==> config.mk <==
export PLATFORM = sky130hd
export DESIGN_NAME = register_file_multiport
export DESIGN_NICKNAME = d
export VERILOG_FILES = /design/src/rtl/register_file_multiport_pkg.sv /design/src/rtl/register_file_read_port.sv /design/src/rtl/register_file_multiport.sv
export SDC_FILE = /design/constraint.sdc
export NUM_CORES = 1
export LEC_CHECK = 0
export CAP_MARGIN = 5
export CELL_PAD_IN_SITES_DETAIL_PLACEMENT = 2
export CELL_PAD_IN_SITES_GLOBAL_PLACEMENT = 2
export CORE_MARGIN = 1
export CORE_UTILIZATION = 44
export CTS_CLUSTER_SIZE = 14
export DETAILED_ROUTE_END_ITERATION = 10
export PLACE_DENSITY_LB_ADDON = 0.25
export SLEW_MARGIN = 15
export SYNTH_ARGS = -nofsm -noshare
export SYNTH_HDL_FRONTEND = slang
export SYNTH_SLANG_ARGS = --single-unit
==> constraint.sdc <==
create_clock -name clk -period 3.1 [get_ports clk]
set_input_delay 0.62 -clock clk [delete_from_list [all_inputs] [get_ports clk]]
set_output_delay 0.62 -clock clk [all_outputs]
set_load 0.005 [all_outputs]
==> src/rtl/register_file_multiport_pkg.sv <==
// Shared types and helpers for the multi-port register file.
package register_file_pkg;

  typedef enum logic {
    IDLE  = 1'b0,
    CLEAR = 1'b1
  } rf_state_e;

  // Low bit of element `index` inside a packed vector of `width`-bit elements.
  function automatic int slice_lo(input int index, input int width);
    return index * width;
  endfunction

endpackage

==> src/rtl/register_file_read_port.sv <==
// One registered read port: range check, write-first bypass and output registers.
module register_file_read_port
  import register_file_pkg::*;
#(
  parameter int DATA_WIDTH          = 8,
  parameter int REGISTER_FILE_DEPTH = 16,
  parameter int AW                  = $clog2(REGISTER_FILE_DEPTH)
) (
  input  logic                  clk,
  input  logic                  reset,
  input  logic                  busy,
  input  logic                  read_enable,
  input  logic [AW-1:0]         read_address,
  input  logic                  bypass_en,
  input  logic [AW-1:0]         bypass_address,
  input  logic [DATA_WIDTH-1:0] bypass_data,
  input  logic [DATA_WIDTH-1:0] mem [REGISTER_FILE_DEPTH],
  output logic [DATA_WIDTH-1:0] read_data,
  output logic                  read_data_valid,
  output logic                  range_error
);

  localparam logic [AW:0] DEPTH_EXT = (AW+1)'(REGISTER_FILE_DEPTH);

  logic                  in_range;
  logic                  fire;
  logic [DATA_WIDTH-1:0] rdata_p0;
  logic [DATA_WIDTH-1:0] rdata_p1;
  logic                  vld_p1;

  assign in_range    = {1'b0, read_address} < DEPTH_EXT;
  assign fire        = read_enable && !busy;
  assign range_error = fire && !in_range;

  always_comb begin
    rdata_p0 = '0;
    if (in_range)
      rdata_p0 = (bypass_en && (bypass_address == read_address)) ? bypass_data
                                                                 : mem[read_address];
  end

  // p0 -> p1: registered read data and one-cycle valid
  always_ff @(posedge clk or negedge reset) begin
    if (!reset) begin
      rdata_p1 <= '0;
      vld_p1   <= 1'b0;
    end else begin
      vld_p1 <= fire;
      if (fire)
        rdata_p1 <= rdata_p0;
    end
  end

  assign read_data       = rdata_p1;
  assign read_data_valid = vld_p1;

endmodule

==> src/rtl/register_file_multiport.sv <==
// Multi-port register file: masked writes, N registered read ports, clear sweep.
module register_file_multiport
  import register_file_pkg::*;
#(
  parameter int DATA_WIDTH          = 8,
  parameter int REGISTER_FILE_DEPTH = 16,
  parameter int NUM_READ_PORTS      = 2,
  parameter int NUM_EXPOSED         = 4,
  parameter int AW                  = $clog2(REGISTER_FILE_DEPTH)
) (
  input  logic                                 clk,
  input  logic                                 reset,
  input  logic                                 write_enable,
  input  logic [AW-1:0]                        write_address,
  input  logic [DATA_WIDTH-1:0]                write_data,
  input  logic [DATA_WIDTH-1:0]                write_mask,
  input  logic [NUM_READ_PORTS-1:0]            read_enable,
  input  logic [NUM_READ_PORTS*AW-1:0]         read_address,
  output logic [NUM_READ_PORTS*DATA_WIDTH-1:0] read_data,
  output logic [NUM_READ_PORTS-1:0]            read_data_valid,
  input  logic                                 clear_start,
  output logic                                 busy,
  output logic                                 clear_done,
  output logic                                 address_error,
  output logic [NUM_EXPOSED*DATA_WIDTH-1:0]    registers_out
);

  localparam logic [AW:0]   DEPTH_EXT = (AW+1)'(REGISTER_FILE_DEPTH);
  localparam logic [AW-1:0] LAST_IDX  = AW'(REGISTER_FILE_DEPTH - 1);

  logic [DATA_WIDTH-1:0] mem [REGISTER_FILE_DEPTH];
  rf_state_e             state;
  logic [AW-1:0]         clr_idx;
  logic                  busy_r;
  logic                  clear_done_r;
  logic                  address_error_r;
  logic                  clearing;
  logic                  wr_in_range;
  logic                  wr_fire;
  logic [DATA_WIDTH-1:0] wr_old;
  logic [DATA_WIDTH-1:0] wr_merged;
  logic [NUM_READ_PORTS-1:0] rd_range_err;

  assign clearing    = (state == CLEAR);
  assign wr_in_range = {1'b0, write_address} < DEPTH_EXT;
  // A clear request in the same cycle takes priority and drops the write.
  assign wr_fire     = write_enable && !clearing && !clear_start && wr_in_range;
  assign wr_old      = wr_in_range ? mem[write_address] : '0;
  assign wr_merged   = (wr_old & ~write_mask) | (write_data & write_mask);

  always_ff @(posedge clk or negedge reset) begin
    if (!reset) begin
      for (int i = 0; i < REGISTER_FILE_DEPTH; i++)
        mem[i] <= '0;
    end else if (clearing) begin
      mem[clr_idx] <= '0;
    end else if (wr_fire) begin
      mem[write_address] <= wr_merged;
    end
  end

  always_ff @(posedge clk or negedge reset) begin
    if (!reset) begin
      state        <= IDLE;
      clr_idx      <= '0;
      busy_r       <= 1'b0;
      clear_done_r <= 1'b0;
    end else begin
      clear_done_r <= 1'b0;
      case (state)
        IDLE: begin
          if (clear_start) begin
            state   <= CLEAR;
            clr_idx <= '0;
            busy_r  <= 1'b1;
          end
        end
        CLEAR: begin
          if (clr_idx == LAST_IDX) begin
            state        <= IDLE;
            busy_r       <= 1'b0;
            clear_done_r <= 1'b1;
          end else begin
            clr_idx <= clr_idx + 1'b1;
          end
        end
      endcase
    end
  end

  always_ff @(posedge clk or negedge reset) begin
    if (!reset)
      address_error_r <= 1'b0;
    else
      address_error_r <= (write_enable && !clearing && !wr_in_range) || (|rd_range_err);
  end

  for (genvar p = 0; p < NUM_READ_PORTS; p++) begin : g_rd
    register_file_read_port #(
      .DATA_WIDTH         (DATA_WIDTH),
      .REGISTER_FILE_DEPTH(REGISTER_FILE_DEPTH),
      .AW                 (AW)
    ) u_rd (
      .clk            (clk),
      .reset          (reset),
      .busy           (clearing),
      .read_enable    (read_enable[p]),
      .read_address   (read_address[slice_lo(p, AW) +: AW]),
      .bypass_en      (wr_fire),
      .bypass_address (write_address),
      .bypass_data    (wr_merged),
      .mem            (mem),
      .read_data      (read_data[slice_lo(p, DATA_WIDTH) +: DATA_WIDTH]),
      .read_data_valid(read_data_valid[p]),
      .range_error    (rd_range_err[p])
    );
  end

  for (genvar k = 0; k < NUM_EXPOSED; k++) begin : g_exp
    assign registers_out[slice_lo(k, DATA_WIDTH) +: DATA_WIDTH] = mem[k];
  end

  assign busy          = busy_r;
  assign clear_done    = clear_done_r;
  assign address_error = address_error_r;

endmodule

# After elaboration in Yosys (flattened, before gate mapping)
# Cells that the tools add are included.
# classes
addsub	1
order_cmp	6
eq_ne	6
mux	29
n_bitwise	11
reduce_logical	13
# op_table
cell	n
two-way mux 128 bit	2
AND 128 bit	1
bitwise mux 128 bit	1
NOT 128 bit	1
binary-select mux 8 bit (select 4 bit)	3
two-way mux 8 bit	10
demux 8 bit (select 4 bit)	2
>= comparator 5 bit, second input constant	4
NOT 4 -> 5 bit	4
AND 8 bit	2
< comparator 5 x 1 -> 1 bit, second input constant	2
equality test 4 bit	2
logical AND 1 bit	8
two-way mux 4 bit	2
NOT 8 bit	1
bitwise OR 8 bit	1
case mux 4 bit (2 select lines)	1
two-way mux 1 bit	6
adder 4 x 1 -> 4 bit, second input constant	1
equality test 4 bit, second input constant	1
inequality test 2 bit, second input constant	2
case mux 1 bit (2 select lines)	2
AND reduction 2 bit	2
zero test 1 bit	2
3 further kinds	3
# totals
reg_bits	153
in_bits	34
out_inout_bits	53
elab_cells	90

# Longest topological paths before layout
# logic_depth
depth_word	9
depth_mapped	9

# Modules after synthesis
# From an unflattened synthesis, not the netlist that was laid out.
# hier_totals
cells_unflattened	1060
area_unflattened_um2	10926.7
# modules_own_cells
module	n_inst	cells_each	area_each_um2	seq_area_each_um2
register_file_multiport	1	828	8059.0	3403.3
register_file_read_port	2	116	1433.9	225.2

# Worst setup path before layout
# No wires, ideal clock.
# synth_timing
kind	input-to-reg
startpoint	input read_address[5]
endpoint	register g_rd[1].u_rd.rdata_p1[2]
setup_time_ps	126
arrival_time_ps	2200
required_ps	2974
setup_slack_ps	774
cell_stages	6
path_buffers	2
cell_sequence	clkbuf_1 -> clkbuf_1 -> mux4_2 -> mux2_2 -> o2111a_1 -> a221o_1
# synth_between
elab_chain_len	5
elab_cells_between_ends	7
classes_between	eq/ne (1); mux (4); bitwise (1); reduce/logical (1)
# synth_rtl
element	line	text
start, declared	register_file_multiport.sv:18	input logic [NUM_READ_PORTS*AW-1:0] read_address,
NOT 4 -> 5 bit (not written as such)	register_file_read_port.sv:39	: mem[read_address];
binary-select mux 8 bit (select 4 bit)	register_file_read_port.sv:39	
two-way mux 8 bit (not written as such) (2 in a row)	register_file_read_port.sv:39	
two-way mux 8 bit *	register_file_read_port.sv:38	rdata_p0 = (bypass_en && (bypass_address == read_address)) ? bypass_data
end signal, assigned	register_file_read_port.sv:50	rdata_p1 <= rdata_p0;
end, declared	register_file_read_port.sv:28	logic [DATA_WIDTH-1:0] rdata_p1;
# Mark *: on every way between the ends. The rest lies on a longest branch, timed or not. The select of a mux whose other input is x is not followed.
# A chain may end at the register's enable or synchronous reset.

# Final worst setup path
# layout_timing
startpoint	input write_address[1]
endpoint	register mem[51] in the netlist's numbering
# layout_between
elab_chain_len	9
elab_cells_between_ends	14
classes_between	order compare (2); mux (8); bitwise (3); reduce/logical (1)
# layout_rtl
element	line	text
start, declared	register_file_multiport.sv:14	input logic [AW-1:0] write_address,
NOT 4 -> 5 bit (not written as such) *	register_file_multiport.sv:48, register_file_multiport.sv:58	
binary-select mux 8 bit (select 4 bit)	register_file_multiport.sv:48	assign wr_old = wr_in_range ? mem[write_address] : '0;
two-way mux 8 bit (not written as such) (2 in a row)	register_file_multiport.sv:48	
AND 8 bit	register_file_multiport.sv:49	assign wr_merged = (wr_old & ~write_mask) | (write_data & write_mask);
bitwise OR 8 bit	register_file_multiport.sv:49	
bitwise mux 128 bit *	register_file_multiport.sv:58	mem[write_address] <= wr_merged;
two-way mux 128 bit *	register_file_multiport.sv:57	end else if (wr_fire) begin
two-way mux 128 bit *	register_file_multiport.sv:55	end else if (clearing) begin
end signal, assigned by index	register_file_multiport.sv:58	
end, declared	register_file_multiport.sv:31	logic [DATA_WIDTH-1:0] mem [REGISTER_FILE_DEPTH];
# Marked as above.

==> impl_metrics.prom <==
# TYPE chip_impl_metric gauge
chip_impl_info{name="outcome",value="completed"} 1
chip_impl_metric{name="post_cts_hold_buffer_count",unit=""} 0
chip_impl_metric{name="cts_repair_resizes",unit=""} 0
chip_impl_metric{name="core_area",unit="sq mm"} 0.0212
chip_impl_metric{name="diodes",unit=""} 0
chip_impl_info{name="commonest_non_fill_non_tap_cells_in_the_layout",value="153 x sky130_fd_sc_hd__dfrtp_1, 130 x sky130_fd_sc_hd__a22o_1, 80 x sky130_fd_sc_hd__clkdlybuf4s50_1"} 1
chip_impl_metric{name="leakagePower",unit="nW"} 5.24
chip_impl_metric{name="cp.arrival",unit="ns"} 3.02
chip_impl_metric{name="final_layout_size_suffix_gt1_frac",unit=""} 0.226
chip_impl_info{name="crit_end",value="mem[51]"} 1
chip_impl_metric{name="post-cts-setup-buffers",unit=""} 0
chip_impl_metric{name="detail_routed_via_count_per_cell",unit=""} 7.24
chip_impl_metric{name="place.detailed.instances",unit=""} 1078
chip_impl_metric{name="clk_skew",unit="ns"} 0.0115
chip_impl_metric{name="hold_viol_final",unit=""} 0
chip_impl_metric{name="synth_enable_flop_cells",unit=""} 0
chip_impl_metric{name="count_of_pins_over_their_slew_limit",unit=""} 0
chip_impl_metric{name="max_freq",unit="MHz"} 377
chip_impl_metric{name="fin_tns_setup",unit="ns"} 0
chip_impl_metric{name="count_of_tritonroute_iterations_in_the_first_routing_pass",unit=""} 5
chip_impl_metric{name="cts_made_buffers",unit=""} 17
chip_impl_metric{name="placed_area",unit="sq mm"} 0.0108
chip_impl_metric{name="cts.reportedPaths.clkPinSlew",unit="ns"} 0.07
chip_impl_info{name="post-synth-top-area-cell",value="sky130_fd_sc_hd__dfrtp_1"} 1
chip_impl_metric{name="drt_iter0_drc",unit=""} 820
chip_impl_info{name="grt_setup_unrepaired",value="no"} 1
chip_impl_metric{name="drc",unit=""} 0
chip_impl_metric{name="synth-async-reset-ratio",unit=""} 1.00
chip_impl_metric{name="synthesis.nets",unit=""} 776
chip_impl_info{name="r2r_start",value="clearing"} 1
chip_impl_metric{name="layout.nets",unit=""} 860
chip_impl_metric{name="worst_slew_margin_rel",unit=""} 0.387
chip_impl_metric{name="cts.sinks",unit=""} 153
chip_impl_info{name="clk_root_buffer_cell",value="sky130_fd_sc_hd__clkbuf_16"} 1
chip_impl_info{name="worstHoldPathType",value="in -> async"} 1
chip_impl_metric{name="cellPowerDensity",unit="mW/mm^2"} 610
chip_impl_metric{name="area_growth_syn_to_layout",unit="%"} 19.0
chip_impl_metric{name="place_hpwl",unit="microns"} 27400
chip_impl_metric{name="grt_use_total",unit=""} 0.379
chip_impl_metric{name="syn_area",unit="sq mm"} 0.00963
chip_impl_metric{name="finish.cell_count_without_fillers",unit=""} 1110
chip_impl_info{name="cts_tree",value="done"} 1
chip_impl_metric{name="setup_viol_count_final",unit=""} 0
chip_impl_info{name="startpoint_type",value="input pin"} 1
chip_impl_metric{name="ir_drop",unit="V"} 0.000425
chip_impl_metric{name="rows",unit=""} 53
chip_impl_metric{name="placement.io_buffers",unit=""} 85
chip_impl_metric{name="die_h",unit="microns"} 150
chip_impl_metric{name="ys_seq_elements",unit=""} 153
chip_impl_metric{name="effective_utilization_at_floorplan",unit=""} 0.454
chip_impl_info{name="ys_top_cells_by_area",value="sky130_fd_sc_hd__dfrtp_1 40%, sky130_fd_sc_hd__a22o_1 12%, sky130_fd_sc_hd__mux4_2 9.6%"} 1
chip_impl_info{name="crit_path_start",value="write_address[1]"} 1
chip_impl_metric{name="design_area",unit="sq mm"} 0.0115
chip_impl_metric{name="clock_path_buffers",unit=""} 2
chip_impl_metric{name="post_synth_num_cell_types",unit=""} 45
chip_impl_info{name="layout_commonest_cell",value="sky130_fd_sc_hd__dfrtp_1"} 1
chip_impl_metric{name="reg2reg_depth",unit=""} 4
chip_impl_metric{name="power",unit="W"} 0.00700
chip_impl_metric{name="maxCapViolCount",unit=""} 0
chip_impl_metric{name="area_share_of_the_largest_cell_type_after_synthesis",unit=""} 0.398
chip_impl_metric{name="grt_start_max_net_pins",unit=""} 58
chip_impl_metric{name="number_of_routed_nets_with_antenna_violations",unit=""} 0
chip_impl_metric{name="fin_crit_sh",unit=""} 0.856
chip_impl_metric{name="grt_first_pass_wirelength",unit="microns"} 60100
chip_impl_metric{name="h-tree-depth",unit=""} 4
chip_impl_info{name="critical_path.endpoint_type",value="register"} 1
chip_impl_metric{name="wirelength",unit="microns"} 40400
chip_impl_metric{name="timing.final.crit_period",unit="ns"} 2.65
chip_impl_info{name="critPathKind",value="in -> reg"} 1
chip_impl_metric{name="worst_skew_pair.late_latency",unit="ns"} 0.45
chip_impl_info{name="synth_flop_cell",value="sky130_fd_sc_hd__dfrtp_1"} 1
chip_impl_metric{name="die_w",unit="microns"} 150
chip_impl_metric{name="synthesis.area_per_instance",unit="sq um"} 13.0
chip_impl_metric{name="routedWlPerCell",unit="microns"} 36.4
chip_impl_metric{name="cp_data_required_time",unit="ns"} 3.47
chip_impl_metric{name="grt_antenna_before_repair",unit=""} 0
chip_impl_metric{name="fin_worst_hold_slack",unit="ns"} 0.0324
chip_impl_metric{name="via_count",unit=""} 8037
chip_impl_metric{name="ys_warn_count",unit=""} 0
chip_impl_metric{name="synthesis.instances",unit=""} 738
chip_impl_metric{name="fp.dieArea",unit="sq mm"} 0.0225
chip_impl_metric{name="place.gp.congestion",unit=""} 0.963
chip_impl_metric{name="io-pin-count",unit=""} 87
chip_impl_metric{name="grt_overflow",unit=""} 0
chip_impl_metric{name="worst-slew-pin-transition",unit="ns"} 0.919
chip_impl_info{name="r2r_end",value="mem[32]"} 1
chip_impl_metric{name="fraction_of_the_yosys_area_taken_by_sequential_cells",unit=""} 0.398
chip_impl_metric{name="reg2reg_slack",unit="ns"} 0.69
chip_impl_metric{name="cp_max_fo",unit=""} 8
chip_impl_metric{name="vias_in_the_first_global_route",unit=""} 8519
==> report_power, final <==
part	switching [W]	total (W)	internal, W
Clock	0.000941	0.00236	0.00142
Combinational	0.00105	0.00200	0.000945
Sequential	0.000361	0.00263	0.00227
==> metrics by stage <==
stage	setup WS [ns]	util
4_1_cts	0.505	0.540
6_report	0.447	0.540
3_3_place_gp	0.256	0.509
2_1_floorplan	0.774	-
3_5_place_dp	0.126	0.509
5_1_grt	0.381	0.540
==> area by class of cell <==
cell class,count,area (sq um)
inverters,7,26.3
clock buffers,20,467
fillers,1988,9760
well taps,275,344
clock inverters,12,186
flip-flops and latches,153,3830
repair buffers,155,1500
multi-input cells,488,5120
==> cell families after synthesis <==
family          Yosys count  share of synthesized area
compound gates          221                      0.193
xor+xnor                 10                    0.00910
fa+ha+maj                 4                    0.00520
buf+inv                  97                     0.0712
flops                   153                      0.398
mux                     153                      0.267
other cells               1                   0.000389
simple gates             99                     0.0565
==> flip-flops by register name, indices dropped and copies added (netlist names) <==
register                   count
busy                           1
mem                           96
g_rd.u_rd.read_data_valid      2
clearing                       1
g_rd.u_rd.read_data           16
clr_idx                        4
clear_done                     1
registers_out                 32
==> worst min-delay path by stage <==
stage           from                to  slack, ns  cells past startpoint
2_1_floorplan  reset              busy       0.32                      0
3_3_place_gp   reset  registers_out[0]       0.50                      1
5_1_grt        reset  registers_out[8]       0.04                      1
4_1_cts        reset  registers_out[8]       0.03                      1
6_report       reset  registers_out[0]       0.03                      1
3_5_place_dp   reset  registers_out[0]       0.51                      1
==> worst max-delay path, cell delays in order <==
cell and delay, ns:
sky130_fd_sc_hd__clkdlybuf4s50_1 0.53, sky130_fd_sc_hd__buf_4 0.22, sky130_fd_sc_hd__nor2b_1 0.16, sky130_fd_sc_hd__buf_4 0.20, sky130_fd_sc_hd__a221oi_1 0.26, sky130_fd_sc_hd__o21ai_0 0.27
sky130_fd_sc_hd__a21oi_4 0.35, sky130_fd_sc_hd__buf_4 0.22, sky130_fd_sc_hd__a22o_1 0.19
==> cells in the mapped netlist (10+ instances only) <==
| master | number |
|---|---|
| sky130_fd_sc_hd__nor2_2 | 10 |
| sky130_fd_sc_hd__nand2_1 | 25 |
| sky130_fd_sc_hd__mux4_2 | 41 |
| sky130_fd_sc_hd__and2_1 | 13 |
| sky130_fd_sc_hd__clkbuf_1 | 18 |
| sky130_fd_sc_hd__mux2i_1 | 64 |
| sky130_fd_sc_hd__a21oi_1 | 16 |
| sky130_fd_sc_hd__mux4_1 | 31 |
| sky130_fd_sc_hd__nor2_1 | 13 |
| sky130_fd_sc_hd__o22ai_1 | 17 |
| sky130_fd_sc_hd__buf_6 | 14 |
| sky130_fd_sc_hd__a211o_1 | 11 |
| sky130_fd_sc_hd__nor2b_1 | 11 |
| sky130_fd_sc_hd__o2111a_1 | 16 |
| sky130_fd_sc_hd__mux2_2 | 17 |
| sky130_fd_sc_hd__a22o_1 | 130 |
| sky130_fd_sc_hd__dfrtp_1 | 153 |
| sky130_fd_sc_hd__buf_4 | 42 |
==> layer usage <==
metal / wire length (microns) / vias up / global-route usage
li1: - / 3124 / -
met1: 15800 / 4313 / 0.489
met2: 19200 / 490 / 0.598
met3: 3090 / 110 / 0.0720
met4: 2300 / 0 / 0.220
met5: 0 / - / 0
Power figures use the tool's default switching activity.
==> variant: new RTL, config.mk and constraints unchanged <==
Change the parameter `NUM_READ_PORTS` from 2 to 4.
--- a/src/rtl/register_file_multiport.sv
+++ b/src/rtl/register_file_multiport.sv
@@ -4,7 +4,7 @@
 #(
   parameter int DATA_WIDTH          = 8,
   parameter int REGISTER_FILE_DEPTH = 16,
-  parameter int NUM_READ_PORTS      = 2,
+  parameter int NUM_READ_PORTS      = 4,
   parameter int NUM_EXPOSED         = 4,
   parameter int AW                  = $clog2(REGISTER_FILE_DEPTH)
 ) (
Interface: changed (resized read_address, read_data, read_data_valid and read_enable); port bits go from 87 to 115. The function was not compared with the original's and may differ.
==> variant against the original RTL <==
  * Wire length up 43%
  * Sequential cell count up 18
  * Critical path depth unchanged
  * Power up 16%
  * Sequential share of layout area down 4.3 points
  * Count of clock-buffer cells in the layout unchanged
  * Worst hold slack better by 0.061 ns
  * Combinational power up 37%
  * Synthesized area up 30%
  * Cell area up 28%
  * Setup slack worse by 0.22 ns
  * Largest power group unchanged
  * Highest routed layer unchanged
==> variant: results (changes against the original RTL) <==
[run_status]
status = complete, no violations

[power]
power.leakage_nw = 6.52  ; +24%
switching_share_pct = 37.3  ; +3.6 points
vdd_ir_drop_max_mv = 0.362  ; -15%

[critical_path]
crit_fanout = 20  ; +12
worst_ep_required_time_ns = 3.44  ; -0.03 ns
crit_arrival_ns = 3.22  ; +0.20 ns
r2r_setup_slack_ns = 0.39  ; -0.30 ns

[layout]
top_register = mem
layout.nets = 1085  ; +26%
drive_gt1_share_pct = 22.7  ; +0.032 points
nFillCells = 2577  ; +30%
antenna_cells = 0  ; unchanged
largest_register_ffs = 96  ; unchanged

[logic_synthesis]
ys_seq_area_share_pct = 34.1  ; -5.7 points
ys.flop_type = dfrtp_1
syn_nets = 1009  ; +30%
synth.distinct_cells = 45  ; unchanged
synth_common_cells = dfrtp_1, a22o_1, mux4_2, mux2i_1, mux4_1
async_flop_share_pct = 100  ; unchanged
synth.area.top_cells = dfrtp_1, mux4_2, mux4_1
yosysWarnings = 0  ; unchanged
synth_edf_count = 0  ; unchanged

[clock_tree]
post-cts-setup-buffers = 0  ; unchanged
cts_resized = 0  ; unchanged
clock_path_buffers = 2  ; unchanged
cts_root_buf = clkbuf_16
h-tree-depth = 4  ; unchanged
cts_buffers = 17  ; unchanged
clk_latency_ns = 0.46
clk_pin_slew_ns = 0.08

[placement]
place_hpwl_um = 38100  ; +39%
port-buffer-count = 113  ; +33%
gp_congestion = 0.894  ; -7.1%
dp_slack_ns = -0.142  ; -0.268 ns

[timing]
skew_ns = 0.0151  ; +0.00363 ns
slew-limit-headroom_pct = 13.0  ; -26 points
hold_ws_ns = 0.0930  ; +0.0606 ns

[routing]
viasPerCell = 7.65  ; +5.6%
finalWirelength_um = 57700  ; +43%
first_pass_iters = 5  ; unchanged
drt_iter0_drc = 1177  ; +44%

[global_routing]
grtUsageTotal_pct = 40.5  ; +2.6 points
grt_max_degree = 72  ; +24%
grt_pass1_wl_um = 83500  ; +39%
grt_pass1_vias = 11379  ; +34%
antenna_found_initial = 0  ; unchanged

[hold_path]
hp-class = input pin to async pin

variant: worst max-delay path, stage by stage:
cell and delay (ns):
clkdlybuf4s50_1 0.60, buf_4 0.26, nand3b_1 0.31, buf_4 0.20, o22ai_1 0.11, nor3_1 0.41, a21oi_2 0.18, buf_12 0.20
a221o_1 0.31
variant: metrics by stage:
stage               total power, mW  cells  instance area (um^2)
global placement               5.64   1396                 14200
global route                   8.30   1428                 14700
detailed placement             5.82   1396                 14200
CTS                            8.01   1428                 14700
floorplan                      4.42    961                 12600
finish                         8.09   1428                 14700
variant: kinds of logic after synthesis:
group / synth area share, %
xor gates and xnor gates: 1.26
DFF: 34.1
muxes: 34.4
adders and majority gates: 0.399
buffers and inverters: 6.86
and+or+nand+nor: 5.53
AOI/OAI and AO/OA: 17.4
other: 0.0299
variant: layout make-up:
| cell class | count | area (um^2) | area share [%] |
|---|---|---|---|
| clock buffers | 20 | 437 | 2.97 |
| clock inverters | 12 | 116 | 0.791 |
| inverters | 9 | 33.8 | 0.230 |
| multi-input cells | 655 | 7450 | 50.6 |
| flip-flops and latches | 171 | 4280 | 29.1 |
| well taps | 378 | 473 | 3.21 |
| repair buffers | 183 | 1930 | 13.1 |
variant: power groups by stage:
stage	Sequential [mW]	Clock (mW)	Combinational, mW
after global placement	3.11	0	2.54
after floorplan	2.92	0	1.50
final	3.17	2.17	2.75
after global routing	3.20	2.23	2.88
after detailed placement	3.16	0	2.66
after CTS	3.14	2.16	2.71
variant: path summary, 6_finish.rpt:
check,startpoint,cells past startpoint,endpoint
max in group asynchronous,reset,2,mem[34]$_DFFE_PN0P_
worst max register to register,clearing$_DFF_PN0_,5,mem[45]$_DFFE_PN0P_
min in group clk,g_rd[1].u_rd.read_data[3]$_DFFE_PN0P_,1,g_rd[1].u_rd.read_data[3]$_DFFE_PN0P_
worst min-delay path,reset,1,g_rd[2].u_rd.read_data[4]$_DFFE_PN0P_
worst max-delay path,write_address[0],9,g_rd[3].u_rd.read_data[6]$_DFFE_PN0P_
worst min register to register,g_rd[1].u_rd.read_data[3]$_DFFE_PN0P_,1,g_rd[1].u_rd.read_data[3]$_DFFE_PN0P_
variant: routing by layer:
metal / track usage [%] / routed length (um)
met1: 54.1 / 21900
met2: 61.2 / 25900
met3: 8.14 / 5900
met4: 24.0 / 3920
met5: 0 / 0
